--- src/rtl/rom_reader_pkg.sv ---
// Shared constants for the rom_reader slice: FSM state codes and pipeline/buffer sizes.
package rom_reader_pkg;

  localparam logic [1:0] S_IDLE  = 2'd0;
  localparam logic [1:0] S_RUN   = 2'd1;
  localparam logic [1:0] S_DRAIN = 2'd2;

  localparam int SKID_DEPTH  = 2;
  localparam int ROM_LATENCY = 1;

endpackage

--- src/rtl/rom_reader_skid.sv ---
// Registered output stage backed by a SKID_DEPTH-entry FIFO; a push goes straight
// to the output register when it is free and the FIFO is empty.
module rom_reader_skid
  import rom_reader_pkg::*;
#(
  parameter int WIDTH = 8
) (
  input  logic             clk,
  input  logic             rst,
  input  logic             push_i,
  input  logic [WIDTH-1:0] push_data_i,
  input  logic             ready_i,
  output logic [WIDTH-1:0] m_data_o,
  output logic             m_valid_o,
  output logic [1:0]       count_nxt_o,
  output logic             empty_o,
  output logic             full_o
);

  logic [WIDTH-1:0] mem_q [SKID_DEPTH];
  logic [WIDTH-1:0] mem_d [SKID_DEPTH];
  logic [1:0]       cnt_q, cnt_d;
  logic [WIDTH-1:0] out_q, out_d;
  logic             out_vld_q, out_vld_d;
  logic             pop_s, out_free_s, take_s, bypass_s, put_s;

  // Next-state for output register and backing FIFO (head at mem[0]).
  always_comb begin
    pop_s      = out_vld_q && ready_i;
    out_free_s = !out_vld_q || pop_s;
    take_s     = out_free_s && (cnt_q != 2'd0);
    bypass_s   = out_free_s && (cnt_q == 2'd0) && push_i;
    put_s      = push_i && !bypass_s;
    mem_d      = mem_q;
    cnt_d      = cnt_q;
    out_d      = out_q;
    out_vld_d  = out_vld_q;
    if (take_s) begin
      out_d     = mem_q[0];
      out_vld_d = 1'b1;
      mem_d[0]  = mem_q[1];
      cnt_d     = cnt_q - 2'd1;
    end else if (bypass_s) begin
      out_d     = push_data_i;
      out_vld_d = 1'b1;
    end else if (pop_s) begin
      out_vld_d = 1'b0;
    end else begin
      out_vld_d = out_vld_q;
    end
    if (put_s && (cnt_d < 2'(SKID_DEPTH))) begin
      mem_d[cnt_d[0]] = push_data_i;
      cnt_d           = cnt_d + 2'd1;
    end else begin
      cnt_d = cnt_d;
    end
  end

  // State registers.
  always_ff @(posedge clk or posedge rst) begin
    if (rst) begin
      mem_q     <= '{default: '0};
      cnt_q     <= 2'd0;
      out_q     <= '0;
      out_vld_q <= 1'b0;
    end else begin
      mem_q     <= mem_d;
      cnt_q     <= cnt_d;
      out_q     <= out_d;
      out_vld_q <= out_vld_d;
    end
  end

  assign m_data_o    = out_q;
  assign m_valid_o   = out_vld_q;
  assign count_nxt_o = cnt_d;
  assign empty_o     = (cnt_q == 2'd0);
  assign full_o      = (cnt_q == 2'(SKID_DEPTH));

endmodule

--- src/rtl/rom_reader.sv ---
// Sweeps `length` ROM words from `base_addr` (mod DEPTH) onto a valid/ready stream.
// Define ROM_READER_LOOP_EN to add a `stop` input and repeat the sweep until stopped.
module rom_reader
  import rom_reader_pkg::*;
#(
  parameter int WIDTH = 8,
  parameter int DEPTH = 8,
  parameter int AW    = $clog2(DEPTH)
) (
  input  logic             clk,
  input  logic             rst,
  input  logic             start,
  input  logic [AW-1:0]    base_addr,
  input  logic [AW:0]      length,
`ifdef ROM_READER_LOOP_EN
  input  logic             stop,
`endif
  output logic             busy,
  output logic             done,
  output logic             rom_en,
  output logic [AW-1:0]    rom_addr,
  input  logic [WIDTH-1:0] rom_data,
  output logic [WIDTH-1:0] m_data,
  output logic             m_valid,
  input  logic             m_ready
);

  logic [1:0]         state_q, state_d;
  logic [AW-1:0]      addr_q, addr_d, rom_addr_q, rom_addr_d;
  logic [AW:0]        rem_q, rem_d;
  logic [ROM_LATENCY:0] pipe_q;   // bit 0 drives rom_en, top bit marks data arriving now
  logic               rom_en_d, done_q, done_d, busy_q;
  logic [AW:0]        len_eff_s, cur_rem_s, lap_len_s;
  logic [AW-1:0]      cur_addr_s, lap_base_s;
  logic               lap_again_s, credit_ok_s, issue_s, drain_done_s;
  logic [1:0]         skid_cnt_nxt_s;
  logic               skid_empty_s, skid_full_s, skid_valid_s;

  assign len_eff_s  = (length > (AW+1)'(DEPTH)) ? (AW+1)'(DEPTH) : length;
  assign cur_addr_s = (state_q == S_IDLE) ? base_addr : addr_q;
  assign cur_rem_s  = (state_q == S_IDLE) ? len_eff_s : rem_q;

`ifdef ROM_READER_LOOP_EN
  logic [AW-1:0] base_q;
  logic [AW:0]   len_q;
  logic          stop_seen_q;

  assign lap_base_s  = (state_q == S_IDLE) ? base_addr : base_q;
  assign lap_len_s   = (state_q == S_IDLE) ? len_eff_s : len_q;
  assign lap_again_s = !(stop_seen_q || (stop && (state_q == S_RUN)));

  // Lap parameters and the sticky stop request.
  always_ff @(posedge clk or posedge rst) begin
    if (rst) begin
      base_q      <= '0;
      len_q       <= '0;
      stop_seen_q <= 1'b0;
    end else if (state_q == S_IDLE) begin
      base_q      <= base_addr;
      len_q       <= len_eff_s;
      stop_seen_q <= 1'b0;
    end else begin
      stop_seen_q <= stop_seen_q || (stop && (state_q == S_RUN));
    end
  end
`else
  assign lap_base_s  = base_addr;
  assign lap_len_s   = len_eff_s;
  assign lap_again_s = 1'b0;
`endif

  // Issue only if everything in the FIFO or still travelling fits in the backing entries.
  assign credit_ok_s  = (int'(skid_cnt_nxt_s) + $countones(pipe_q[ROM_LATENCY-1:0]) + 1)
                        <= SKID_DEPTH;
  assign issue_s      = ((state_q == S_IDLE) && start && (len_eff_s != '0)) ||
                        ((state_q == S_RUN) && (rem_q != '0) && credit_ok_s && !skid_full_s);
  assign drain_done_s = (pipe_q == '0) && skid_empty_s && (!skid_valid_s || m_ready);

  // FSM, address counter and remaining-word counter.
  always_comb begin
    state_d    = state_q;
    addr_d     = addr_q;
    rem_d      = rem_q;
    rom_addr_d = rom_addr_q;
    rom_en_d   = 1'b0;
    done_d     = 1'b0;
    if (issue_s) begin
      rom_en_d   = 1'b1;
      rom_addr_d = cur_addr_s;
      if (cur_rem_s == (AW+1)'(1)) begin
        if (lap_again_s) begin
          addr_d  = lap_base_s;
          rem_d   = lap_len_s;
          state_d = S_RUN;
        end else begin
          addr_d  = cur_addr_s + AW'(1);
          rem_d   = '0;
          state_d = S_DRAIN;
        end
      end else begin
        addr_d  = cur_addr_s + AW'(1);
        rem_d   = cur_rem_s - (AW+1)'(1);
        state_d = S_RUN;
      end
    end else begin
      case (state_q)
        S_IDLE: begin
          if (start) done_d = 1'b1;   // zero-length request
          else       done_d = 1'b0;
        end
        S_RUN:   state_d = S_RUN;
        S_DRAIN: begin
          if (drain_done_s) begin
            state_d = S_IDLE;
            done_d  = 1'b1;
          end else begin
            state_d = S_DRAIN;
          end
        end
        default: state_d = S_IDLE;
      endcase
    end
  end

  // Control and ROM-side registers.
  always_ff @(posedge clk or posedge rst) begin
    if (rst) begin
      state_q    <= S_IDLE;
      addr_q     <= '0;
      rem_q      <= '0;
      pipe_q     <= '0;
      rom_addr_q <= '0;
      done_q     <= 1'b0;
      busy_q     <= 1'b0;
    end else begin
      state_q    <= state_d;
      addr_q     <= addr_d;
      rem_q      <= rem_d;
      pipe_q     <= {pipe_q[ROM_LATENCY-1:0], rom_en_d};
      rom_addr_q <= rom_addr_d;
      done_q     <= done_d;
      busy_q     <= (state_d != S_IDLE);
    end
  end

  rom_reader_skid #(.WIDTH(WIDTH)) u_skid (
    .clk         (clk),
    .rst         (rst),
    .push_i      (pipe_q[ROM_LATENCY]),
    .push_data_i (rom_data),
    .ready_i     (m_ready),
    .m_data_o    (m_data),
    .m_valid_o   (skid_valid_s),
    .count_nxt_o (skid_cnt_nxt_s),
    .empty_o     (skid_empty_s),
    .full_o      (skid_full_s)
  );

  assign m_valid  = skid_valid_s;
  assign busy     = busy_q;
  assign done     = done_q;
  assign rom_en   = pipe_q[0];
  assign rom_addr = rom_addr_q;

endmodule

--- config.mk ---
export PLATFORM = sky130hd
export DESIGN_NAME = rom_reader
export DESIGN_NICKNAME = d
export VERILOG_FILES = /design/src/rtl/rom_reader_pkg.sv /design/src/rtl/rom_reader_skid.sv /design/src/rtl/rom_reader.sv
export SDC_FILE = /design/constraint.sdc
export NUM_CORES = 1
export LEC_CHECK = 0
export CAP_MARGIN = 20
export CORE_ASPECT_RATIO = 1.1
export CORE_MARGIN = 3
export CORE_UTILIZATION = 50
export CTS_CLUSTER_SIZE = 20
export DETAILED_ROUTE_END_ITERATION = 6
export PLACE_DENSITY_LB_ADDON = 0.08
export SYNTH_ARGS = -nofsm -noshare
export SYNTH_HDL_FRONTEND = slang
export SYNTH_SLANG_ARGS = --single-unit
--- constraint.sdc ---
create_clock -name clk -period 6.2 [get_ports clk]
set_clock_uncertainty 0.1 [all_clocks]
set_input_delay 1.24 -clock clk [delete_from_list [all_inputs] [get_ports clk]]
set_output_delay 1.24 -clock clk [all_outputs]
set_load 0.02 [all_outputs]
Word level (Yosys, flattened, before mapping) --
Cells that the tools add are included.
Operators by class: add/sub/neg operators 6, multiply operators 0, divide/modulo/power cells 0, magnitude comparators 5, equal/unequal tests 4, shifts and indexed selects 0, muxes and demuxes 25, bitwise operators 1, reductions and logical operators 29
Operators with widths (number):
- $mux W8 | 4
- $bwmux W16 | 1
- $mux W16 | 1
- $logic_and A1 B1 Y1 | 14
- $mux W4 | 3
- $mux W2 | 5
- $demux W8 S1 | 1
- $reduce_bool A4 Y1 | 2
- $mux W1 | 7
- $logic_not A2 Y1 | 3
- $pmux W2 S3 | 1
- $reduce_bool A2 Y1 | 3
- $add A3 B1 Y4 const B | 1
- $eq A2 B2 Y1 const B | 2
- $eq A4 B1 Y1 const B | 1
- $gt A4 B4 Y1 const B | 1
- $le A4 B2 Y1 const B | 1
- $sub A4 B1 Y4 const B | 1
- $add A2 B1 Y3 | 1
- $add A3 B1 Y3 const B | 1
- $logic_not A1 Y1 | 3
- $logic_or A1 B1 Y1 | 3
- $mux W3 | 1
- $reduce_bool A3 Y1 | 1
- other kinds (8) | 8
Storage, ports and cells: register bits 43, latch bits 0, bits in writable memories 0, ROM bits 0, input bits 19, output and inout port bits 15, logic and storage cells 82, memories kept 0

Depth between registers and ports, before layout --
word-level depth 16, depth in mapped cells 17, depth with buffers taken out 15

Cells and area by module --
From an unflattened synthesis, not the netlist that was laid out.
Second synthesis, totals: cells, all modules 232, area, all modules 2474.9 µm²
By module, submodules not included:
- rom_reader_skid | times used 1, cells an instance 143, area an instance 1575.3 µm², seq. area each 675.6 µm²
- rom_reader | times used 1, cells an instance 89, area an instance 899.6 µm², seq. area each 400.4 µm²

Least setup slack after synthesis --
No wires, ideal clock.
path type input-to-reg, start in m_ready, end reg addr_q[2], setup time 0.065 ns, arrival 3.466 ns, required time 6.035 ns, setup slack 2.568 ns, stages 14, path buffers 2, cell sequence nor2b_1 > nor2_1 > clkbuf_1 > a22oi_1 > nor2_1 > ha_1 > inv_1 > ha_1 > ha_1 > a31oi_1 > o22ai_2 > buf_6 > a221oi_1 > o211a_1
Between the ends: longest elaborated chain between the ends 14, elaborated cells between the ends (all ways) 18, those cells by class add/sub (3); order compare (2); mux (2); reduce/logical (11)
Ends and longest elaborated chain:
- from (decl) | RTL line rom_reader.sv:25 | input logic m_ready
- $logic_and A1 B1 Y1 (*) | RTL line rom_reader_skid.sv:29 | pop_s = out_vld_q && ready_i;
- $logic_or A1 B1 Y1 (*) | RTL line rom_reader_skid.sv:30 | out_free_s = !out_vld_q || pop_s;
- parallel branches: the longest is 5 deep, another holds $lt A2 B2 Y1
- $mux W2 (*) | RTL line rom_reader_skid.sv:51 | if (put_s && (cnt_d < 2'(SKID_DEPTH))) begin
- via skid_cnt_nxt_s[0] | RTL line rom_reader.sv:36 | logic [1:0] skid_cnt_nxt_s;
- $add A2 B1 Y3 (*) | RTL line rom_reader.sv:73 | assign credit_ok_s = (int'(skid_cnt_nxt_s) + $countones(pipe_q[ROM_LATENCY-1:0]) + 1)
- $add A3 B1 Y4 (*) | RTL line rom_reader.sv:73
- $le A4 B2 Y1 (*) | RTL line rom_reader.sv:74 | <= SKID_DEPTH;
- $logic_and A1 B1 Y1 (*) (2 in series) | RTL line rom_reader.sv:76 | ((state_q == S_RUN) && (rem_q != '0) && credit_ok_s && !skid_full_s);
- $logic_or A1 B1 Y1 (*) | RTL line rom_reader.sv:75 | assign issue_s = ((state_q == S_IDLE) && start && (len_eff_s != '0)) ||
- to (signal assigned) | RTL line rom_reader.sv:137 | addr_q <= addr_d;
- to (decl) | RTL line rom_reader.sv:29 | logic [AW-1:0] addr_q, addr_d, rom_addr_q, rom_addr_d;
Mark *: on every way through the listed nets, which the timed path passes. A chain may end at the register's enable or synchronous reset.

Final worst setup path --
start in m_ready, end reg rom_addr_q[1], in the netlist rom_addr[1]
Between the ends: longest elaborated chain between the ends 14, elaborated cells between the ends (all ways) 18, those cells by class add/sub (3); order compare (2); mux (2); reduce/logical (11)
Ends and longest elaborated chain:
- $logic_and A1 B1 Y1 (*) | RTL line rom_reader_skid.sv:29
- $logic_or A1 B1 Y1 (*) | RTL line rom_reader_skid.sv:30
- parallel branches: the longest is 5 deep, another holds $lt A2 B2 Y1
- $mux W2 (*) | RTL line rom_reader_skid.sv:51
- via skid_cnt_nxt_s[0] | RTL line rom_reader.sv:36
- $add A2 B1 Y3 (*) | RTL line rom_reader.sv:73
- $add A3 B1 Y4 (*) | RTL line rom_reader.sv:73
- $le A4 B2 Y1 (*) | RTL line rom_reader.sv:74
- $logic_and A1 B1 Y1 (*) (2 in series) | RTL line rom_reader.sv:76
- $logic_or A1 B1 Y1 (*) | RTL line rom_reader.sv:75
- to (signal assigned) | RTL line rom_reader.sv:140 | rom_addr_q <= rom_addr_d;
- to (decl) | RTL line rom_reader.sv:29
Marked as above.

==> reports/qor.yml <==
worst_setup_path:
  cp.arrival_ns: 4.53
  cp.required_ns: 6.28
  reg2reg_depth: 14
  cp-endpoint: "rom_addr[1]$_DFFE_PP0P_"
  path_buf_inv: 4
  endpoint_kind: "register"
  cp_cell_sequence: "clkdlybuf4s50_1 > nor2b_1 > nor2_1 > a22oi_1 > nor2_1 > ha_1 > inv_1 > ha_1 > inv_1 > ha_1 > inv_1 > a31oi_1 > o22ai_2 > mux2_2"
  r2r_slack_ns: 2.30
  crit_start: "m_ready"
  cpPeakStageDelay_ns: 0.64
  startpoint_type: "input port"
  crit_fanout: 21
  critPathTopFamily: "compound AO/OA/AOI/OAI gates"
  cpMaxStageDelayCell: "o22ai_2"
  critical_path_depth: 14
  crit_type: "input port to register"
  rr_startpoint: "u_skid.cnt_q[0]$_DFF_PP0_"
  r2r_end: "rom_addr[1]$_DFFE_PP0P_"
placement:
  numPortBuffers: 33
  dp_slack_ns: 1.46
  dp.final_hpwl_um: 3000
  dp_cells: 294
  routabilityCongestion: 0.777
clock_tree:
  cts_max_level: 2
  postCtsSetupBuffers: 0
  clk_latency_ns: 0.29
  cts-root-buf: "clkbuf_8"
  numCtsBuffers: 5
  clock_sinks: 43
  cts.path.max_buffers: 2
  cts.repair.resized: 0
  holdBufCountCts: 0
  cts.clk_slew.worst_paths_ns: 0.08
  cts_tree: "done"
logic_synthesis:
  syn_nets: 245
  synth_commonest_cells: "dfrtp_1 (43), nand2_1 (36), mux2_2 (18), a21oi_1 (14), inv_1 (14)"
  async_reset_ff_share_pct: 100
  ys.flop_type: "dfrtp_1"
  synth_area_leaders: "dfrtp_1 (50%), mux2_2 (9.5%), nand2_1 (6.3%), ha_1 (5.3%), a21oi_1 (3.3%)"
  synth-seq-area-share_pct: 50.3
  synth_edf_count: 0
  synth_top_area_share_pct: 50.3
  synth_area_per_cell_um2: 9.87
  synth_top_area_cell: "dfrtp_1"
  synth_most_common_cell: "dfrtp_1"
  synth-seq-cells: 43
  yosysUniqueCellTypes: 34
  syn_area_mm2: 0.00214
  yosys_warnings: 0
  syn_inst: 217
floorplanning:
  rows: 24
  ioPinCount: 34
  die_x_um: 68.4
  start_util_pct: 52.8
  coreArea_mm2: 0.00405
  die_area_mm2: 0.00510
  die_y_um: 74.6
route:
  via_per_inst: 5.46
  drtAntennaViolNets: 0
  post_drt_wl_per_cell_um: 14.2
  vias: 1648
  drc: 0
  drt-total-wl_um: 4280
  drt_iter0_drc: 104
  firstDrtPassIters: 4
global_routing:
  grt_most_used_layer: "met2"
  gr-usage-met1_pct: 23.7
  grt_pass1_wl_um: 7590
  grt_pass1_vias: 1678
  overflow: 0
  grt_use_total_pct: 19.4
  grt_max_degree: 44
  met2_usage_pct: 33.8
  antenna_found_initial: 0
  grt_util_met3_pct: 4.18
worst_hold_path:
  hp-class: "register to register"
flow_run:
  drv_cap: 0
final_layout:
  nNetsFinal: 277
  syn2layout_area_growth_pct: 21.7
  final_cells: 302
  layout-drive-gt1-share_pct: 12.0
  diodes: 0
pwr:
  power.leakage_nw: 1.16
  vdd_drop_max_mv: 0.247
  power_density_mw_per_mm2: 536
sta:
  maxSlewHeadroom_pct: 44.7
  timing.final.crit_share_pct: 71.7
  period_needed_ns: 4.45
  fin_setup_tns_ns: 0
  timing.fmax_mhz: 225
  rsz0062_at_grt: "no"
  hold_viol: 0
  worst_pin_slew_ns: 0.830
  finalSetupViolCount: 0
  slew_violations: 0
  worst_slack_ns: 1.75
status:
  status: "completed"
[cell usage in the layout (no fill, tap or decap), types with 2 or more instances in the layout]
| cell | Yosys | layout |
|---|---|---|
| mux2_2 | 18 | 18 |
| nor4_1 | 2 | 2 |
| o21a_1 | 2 | 2 |
| o31ai_1 | 2 | 2 |
| nand3_1 | 3 | 3 |
| o21ai_0 | 11 | 11 |
| clkbuf_8 | 0 | 7 |
| o22ai_1 | 11 | 11 |
| a22oi_1 | 2 | 2 |
| inv_1 | 14 | 14 |
| a21oi_1 | 14 | 14 |
| nand2b_1 | 4 | 4 |
| nor2_1 | 11 | 11 |
| nand2_1 | 36 | 36 |
| nor3b_1 | 2 | 2 |
| ha_1 | 9 | 9 |
| or3_1 | 2 | 2 |
| clkdlybuf4s50_1 | 0 | 33 |
| nor2b_1 | 2 | 2 |
| dfrtp_1 | 43 | 43 |
| a31oi_1 | 3 | 3 |
| nor3_1 | 6 | 6 |
[per-layer routing]
metal  vias up  share of wire [%]  wire, µm
met5         -                  0         0
met4         0                1.2        51
met3         5                3.5       149
met2        30                 51      2170
met1       793                 45      1920
li1        820                  -         -
[area by class of cell]
| type | count | area, µm² |
|---|---|---|
| fill | 349 | 1450 |
| sequential | 43 | 1080 |
| multi-input combinational | 151 | 970 |
| timing repair buffer | 34 | 338 |
| clock buffer | 7 | 96.3 |
| tap | 52 | 65.1 |
| inverter | 14 | 52.6 |
| clock inverter | 1 | 7.51 |
[where the power goes]
group	internal, mW	total, mW	leakage, nW	switching, mW
sequential	0.407	0.484	0.517	0.0777
clock	0.101	0.196	0.0505	0.0951
combinational	0.327	0.716	0.589	0.390
[cell families (layout without fill, tap and decap cells)]
family	after synthesis	count (layout)	synth area share [%]
AOI/OAI and AO/OA	51	51	14.7
muxes	19	19	9.94
xor gates and xnor gates	1	1	0.409
adders and majority gates	9	9	5.26
and+or+nand+nor	71	71	15.0
DFF	43	43	50.3
buffers and inverters	23	56	4.44
[stage by stage]
stage | hold WS [ns] | util, % | power, mW | cell area (µm²)
2_1_floorplan | 0.378 | - | 1.01 | 2140
3_3_place_gp | 0.311 | 61.7 | 1.18 | 2500
3_5_place_dp | 0.317 | 61.7 | 1.21 | 2500
4_1_cts | 0.336 | 64.3 | 1.41 | 2610
5_1_grt | 0.358 | 64.3 | 1.53 | 2610
6_report | 0.330 | 64.3 | 1.40 | 2610
[how the worst min path moves through the flow]
stage / start / to / slack (ns) / depth (start not counted)
2_1_floorplan: state_q[0]$_DFF_PP0_ / done$_DFF_PP0_ / 0.38 / 1
3_3_place_gp: pipe_q[0]$_DFF_PP0_ / pipe_q[1]$_DFF_PP0_ / 0.31 / 0
3_5_place_dp: pipe_q[0]$_DFF_PP0_ / pipe_q[1]$_DFF_PP0_ / 0.32 / 0
4_1_cts: pipe_q[0]$_DFF_PP0_ / pipe_q[1]$_DFF_PP0_ / 0.34 / 0
5_1_grt: pipe_q[0]$_DFF_PP0_ / pipe_q[1]$_DFF_PP0_ / 0.36 / 0
6_report: pipe_q[0]$_DFF_PP0_ / pipe_q[1]$_DFF_PP0_ / 0.33 / 0
(Power assumes the default switching activity.)
